$ cat src/rtl/fpcvt_seq.sv
// Sequential integer to sign/exponent/significand converter, one normalising shift per cycle.
// Define FPCVT_ROUND_EN for round-to-nearest; otherwise the dropped bits are truncated.
module fpcvt_seq #(
  parameter int IN_W  = 12,
  parameter int EXP_W = 3,
  parameter int MAN_W = 4
) (
  input  logic             clk,
  input  logic             rst,
  input  logic             in_valid,
  output logic             in_ready,
  input  logic [IN_W-1:0]  in_data,
  output logic             out_valid,
  input  logic             out_ready,
  output logic             sign,
  output logic [EXP_W-1:0] exponent,
  output logic [MAN_W-1:0] significand,
  output logic             sat
);

  localparam int MW = IN_W - 1;
  localparam logic [EXP_W-1:0] EMAX = {EXP_W{1'b1}};

  generate
    if (IN_W != MAN_W + 2**EXP_W) begin : g_bad_params
      $error("fpcvt_seq: IN_W must equal MAN_W + 2**EXP_W");
    end
  endgenerate

  typedef enum logic [1:0] {IDLE, NORM, DONE} state_t;

  state_t           state_q, state_d;
  logic [MW-1:0]    mag_q, mag_d;
  logic [EXP_W-1:0] cnt_q, cnt_d;
  logic             signPend_q, signPend_d;
  logic             satPend_q, satPend_d;
  logic             sign_q, sign_d;
  logic [EXP_W-1:0] exp_q, exp_d;
  logic [MAN_W-1:0] sig_q, sig_d;
  logic             sat_q, sat_d;

  logic [IN_W-1:0]  absVal;
  logic             isMinNeg;
  logic [MAN_W-1:0] fracF;
  logic             roundBit;

  assign absVal   = in_data[IN_W-1] ? (~in_data + 1'b1) : in_data;
  assign isMinNeg = (in_data == {1'b1, {(IN_W-1){1'b0}}});
  assign fracF    = mag_q[MW-1 -: MAN_W];
  assign roundBit = mag_q[MW-1-MAN_W];

  always_ff @(posedge clk) begin
    if (rst) begin
      state_q    <= IDLE;
      mag_q      <= '0;
      cnt_q      <= '0;
      signPend_q <= 1'b0;
      satPend_q  <= 1'b0;
      sign_q     <= 1'b0;
      exp_q      <= '0;
      sig_q      <= '0;
      sat_q      <= 1'b0;
    end else begin
      state_q    <= state_d;
      mag_q      <= mag_d;
      cnt_q      <= cnt_d;
      signPend_q <= signPend_d;
      satPend_q  <= satPend_d;
      sign_q     <= sign_d;
      exp_q      <= exp_d;
      sig_q      <= sig_d;
      sat_q      <= sat_d;
    end
  end

  always_comb begin
    state_d    = state_q;
    mag_d      = mag_q;
    cnt_d      = cnt_q;
    signPend_d = signPend_q;
    satPend_d  = satPend_q;
    sign_d     = sign_q;
    exp_d      = exp_q;
    sig_d      = sig_q;
    sat_d      = sat_q;
    case (state_q)
      IDLE: begin
        if (in_valid) begin
          signPend_d = in_data[IN_W-1];
          satPend_d  = isMinNeg;
          mag_d      = isMinNeg ? {MW{1'b1}} : absVal[MW-1:0];
          cnt_d      = EMAX;
          state_d    = NORM;
        end
      end
      NORM: begin
        if ((cnt_q == '0) || mag_q[MW-1]) begin
          sign_d  = signPend_q;
          sig_d   = fracF;
          exp_d   = cnt_q;
          sat_d   = satPend_q;
`ifdef FPCVT_ROUND_EN
          // A round-up of an all-ones significand carries into the exponent, or clamps at EMAX.
          if (roundBit) begin
            if (fracF != {MAN_W{1'b1}}) begin
              sig_d = fracF + 1'b1;
            end else if (cnt_q != EMAX) begin
              sig_d = {1'b1, {(MAN_W-1){1'b0}}};
              exp_d = cnt_q + 1'b1;
            end else begin
              sat_d = 1'b1;
            end
          end
`endif
          state_d = DONE;
        end else begin
          mag_d = mag_q << 1;
          cnt_d = cnt_q - 1'b1;
        end
      end
      DONE: begin
        if (out_ready) state_d = IDLE;
      end
      default: state_d = IDLE;
    endcase
  end

  assign in_ready    = (state_q == IDLE);
  assign out_valid   = (state_q == DONE);
  assign sign        = sign_q;
  assign exponent    = exp_q;
  assign significand = sig_q;
  assign sat         = sat_q;

endmodule

$ cat config.mk
export PLATFORM = sky130hd
export DESIGN_NAME = fpcvt_seq
export DESIGN_NICKNAME = d
export VERILOG_FILES = /design/src/rtl/fpcvt_seq.sv
export SDC_FILE = /design/constraint.sdc
export NUM_CORES = 1
export LEC_CHECK = 0
export ABC_CLOCK_PERIOD_IN_PS = 2000
export CAP_MARGIN = 5
export CORE_MARGIN = 5
export CORE_UTILIZATION = 29
export CTS_CLUSTER_DIAMETER = 150
export DETAILED_ROUTE_END_ITERATION = 16
export GPL_TIMING_DRIVEN = 0
export PLACE_DENSITY_LB_ADDON = 0.08
export SLEW_MARGIN = 20
export SYNTH_ARGS = -nofsm -noshare
export SYNTH_HDL_FRONTEND = slang
export SYNTH_SLANG_ARGS = --single-unit
$ cat constraint.sdc
create_clock -name clk -period 2 [get_ports clk]
set_input_delay 0.3 -clock clk [delete_from_list [all_inputs] [get_ports clk]]
set_output_delay 0.3 -clock clk [all_outputs]
set_load 0.005 [all_outputs]
==> summary.md <==
| Metric | Value |
|---|---|
| Post-synth EDFFs | `0` |
| P_leak | `0.0007773 µW` |
| Sequential share of power | `43.2%` |
| Routed len/inst | `13.90 µm` |
| Clk slew on worst S/H paths | `0.10 ns` |
| Antenna diodes | `0` |
| Final setup viols | `3` |
| Total track usage | `11.68%` |
| Status | `finished, violations left` |
| Failing checks | `setup timing` |
| Htree depth | `1` |
| Via Count | `1269` |
| Synth Register Bits | `27` |
| Warnings, synthesis | `0` |
| Setup Skew | `a little under 0.007 ns` |
| Gate power share | `35.8%` |
| Post-synth top flop | `dfxtp_1` |
| Synthesized area per cell | `8.727 µm²` |
| DRC | `0` |
| Vias in the first global route | `between 1k and 1.5k` |
| Hold-fix buffers, CTS | `0` |
| Worst Tran Pin Value | `0.7178 ns` |
| Worst setup EP type | `register` |
| Fraction of the cycle the final worst path needs | `101.0%` |
| Initial Util | `between 20% and 30%` |
| Initial DRC Count | `53` |
| CP arrival | `2.19 ns` |
| CTS tree | `yes` |
| Crit path kind | `register to register` |
| Largest net degree at the start of global routing | `16` |
| Core Box Area | `4661 µm²` |
| Row cnt | `25` |
| Die area | `slightly above 6000 µm²` |
| Hold Violations, Final | `0` |
| Initial antenna violation count | `0` |
| Hold Crit Class | `primary input to register` |
| Drt total wl | `3.599 mm` |
| Placed instance area | `1700 µm²` |
| Share of cells above drive strength 1 | `around 28%` |
| Sequential fraction of the synthesis area | `39.20%` |
| TNS Setup | `-0.03752 ns` |
| Die Y | `between 70 and 80 µm` |
| First-pass GRT wire length | `5.789 mm` |
| Final core utilization | `a little over two fifths` |
| Total Power | `1489 µW` |
| Post-detail-place hpwl | `2.535 mm` |
| Clk Latency, worst-skew pair | `around 0.27 ns` |
| Drt via density | `4.900` |
| Hold WS | `0.4491 ns` |
| Netlist Area Pre-Place | `between 1000 and 1500 µm²` |
| Mapped Cells | `158` |
| DRT Pass-1 Iters | `4` |
| Final Slew Violations | `0` |
| Worst VDD drop | `0.3237 mV` |
| Net Sw Frac | `31.71%` |
| CTS root buf | `clkbuf_8` |
| GP Congestion | `0.7664` |
| CP max FO | `6` |
| Critical path launch point type | `register` |
| Setup WS post-layout | `-0.01960 ns` |
| Sink Count | `27` |
| Net switching power figure | `472.2 µW` |
| Area Overhead vs Synth | `46.55%` |
| # port buffers | `25` |
| Fmax | `around 0.50 GHz` |
| Inserted Clock Buffers | `3` |
| PwrDens | `736.9 nW/µm²` |
| Slew HR | `52.15%` |
| Final Cell Area | `2021 µm²` |
| Min cycle time layout | `2.020 ns` |
| Final #Nets | `around 230` |
| Fraction of registers with async set/reset | `0%` |
| Pint | `1017 µW` |
| Syn nets | `177` |
| Max Buffers Root-to-Sink | `2` |
| Die width | `78.96 µm` |
| Clock share of power | `21.0%` |
| ANT nets after route | `0` |
| # IOs | `27` |
| RSZ-0062 raised after global routing | `true` |
| Total grt overflow | `0` |
| Max Cap Violations | `0` |
| CP Data Required Time | `approximately 2.2 ns` |
| Yosys cell types | `38` |
[cells in the final DEF, fill, tap and decap left out, types with 2 or more instances in the layout]
cell	n
buf_4	15
nor2_4	2
nor2_1	16
o21ai_1	3
mux2i_1	2
inv_2	2
xor2_1	7
clkbuf_1	5
clkbuf_8	3
o21ai_0	3
a21oi_1	15
dfxtp_2	2
ha_4	2
nor2_2	6
buf_6	3
nor2b_1	3
dfxtp_1	25
clkdlybuf4s50_1	21
inv_1	5
nand2_1	24
dlymetal6s2s_1	4
a2111oi_4	2
a2111oi_2	6
[path summary, 6_finish.rpt]
check | from | endpoint | slack, ns | depth (start not counted)
worst max register to register | cnt_q[0] | mag_q[5] | -0.02 | 10
worst max-delay path | cnt_q[0] | mag_q[5] | -0.02 | 10
worst min-delay path | in_data[0] | mag_q[0] | 0.45 | 3
worst min register to register | exponent[0] | exponent[0] | 0.46 | 2
[cell usage after synthesis (all sizes together), types with 2 or more instances]
master   number  area, µm²
dfxtp        27      540.5
nand2        25      110.1
buf           3      27.52
mux2i         2      20.02
or4b          2      20.02
inv           7      26.28
a21oi        15      75.07
clkbuf        6      22.52
a2111oi       8      120.1
or3b          2      17.52
xor2          7      61.31
o31ai         2      15.01
ha            3      37.54
or4           2      18.77
o21ai         6      30.02
nor2b         3      18.77
nor2         23      98.84
[sequential cells by signal (all words and copies together) (netlist names)]
name,cells
sign,1
state_q,2
cnt_q,3
satPend_q,1
mag_q,11
sat,1
signPend_q,1
significand,4
exponent,3
[worst max-delay path, stage by stage, from the launching register on]
cell       delay, ns
dfxtp_2         0.34
inv_2           0.05
ha_4            0.15
ha_4            0.15
or4b_4          0.47
buf_6           0.15
nand2_8         0.08
buf_8           0.12
buf_12          0.10
nor2_2          0.03
a2111oi_2       0.26
[through the flow]
| step | instances | setup WS (ns) |
|---|---|---|
| floorplan | 158 | 0.0001339 |
| global placement | 237 | -0.4236 |
| detailed placement | 237 | -0.4835 |
| CTS | 252 | -0.009810 |
| global route | 259 | -0.09636 |
| finish | 259 | -0.01960 |
[cell families after synthesis]
| family | after synthesis | synth area share (%) |
|---|---|---|
| AND/OR/NAND/NOR | 64 | 24.50 |
| AO/OA/AOI/OAI | 38 | 21.51 |
| flip-flops | 27 | 39.20 |
| buffers and inverters | 16 | 5.535 |
| XOR/XNOR | 8 | 5.082 |
| adder cells (fa/ha/maj) | 3 | 2.723 |
| multiplexers | 2 | 1.452 |
[power groups by stage]
stage,Sequential (µW),Clock [µW],Combinational (µW)
final,644,313,532
after global routing,654,349,581
after CTS,642,324,462
after detailed placement,651,0,383
after global placement,650,0,374
after floorplan,641,0,262
[timing repair]
item / in CTS / in global routing
resized for setup: 14 / 18
buffers inserted: 11 / 6
setup endpoints to repair: 15 / 12
pin swaps: 10 / 5
cloned: 0 / 1
[routing by layer]
layer / vias to the layer above / wire [µm] / part of all wire, % / global-route usage, %
met5: - / 0 / 0 / 0
met4: 0 / 24 / 0.67 / 3.608
met3: 2 / 163 / 4.5 / 2.494
met2: 29 / 1788 / 50 / 19.27
met1: 592 / 1622 / 45 / 15.25
li1: 646 / - / - / -
[area by class of cell]
class	count	area (µm²)
timing repair buffer	42	404.1
fill	482	2640
clock buffer	3	41.29
tap	54	67.56
buffer	9	61.31
sequential	27	543.0
inverter	7	26.28
clock inverter	1	5.005
multi-input combinational	116	872.1
Note: power is estimated with default switching activity, not from simulation.
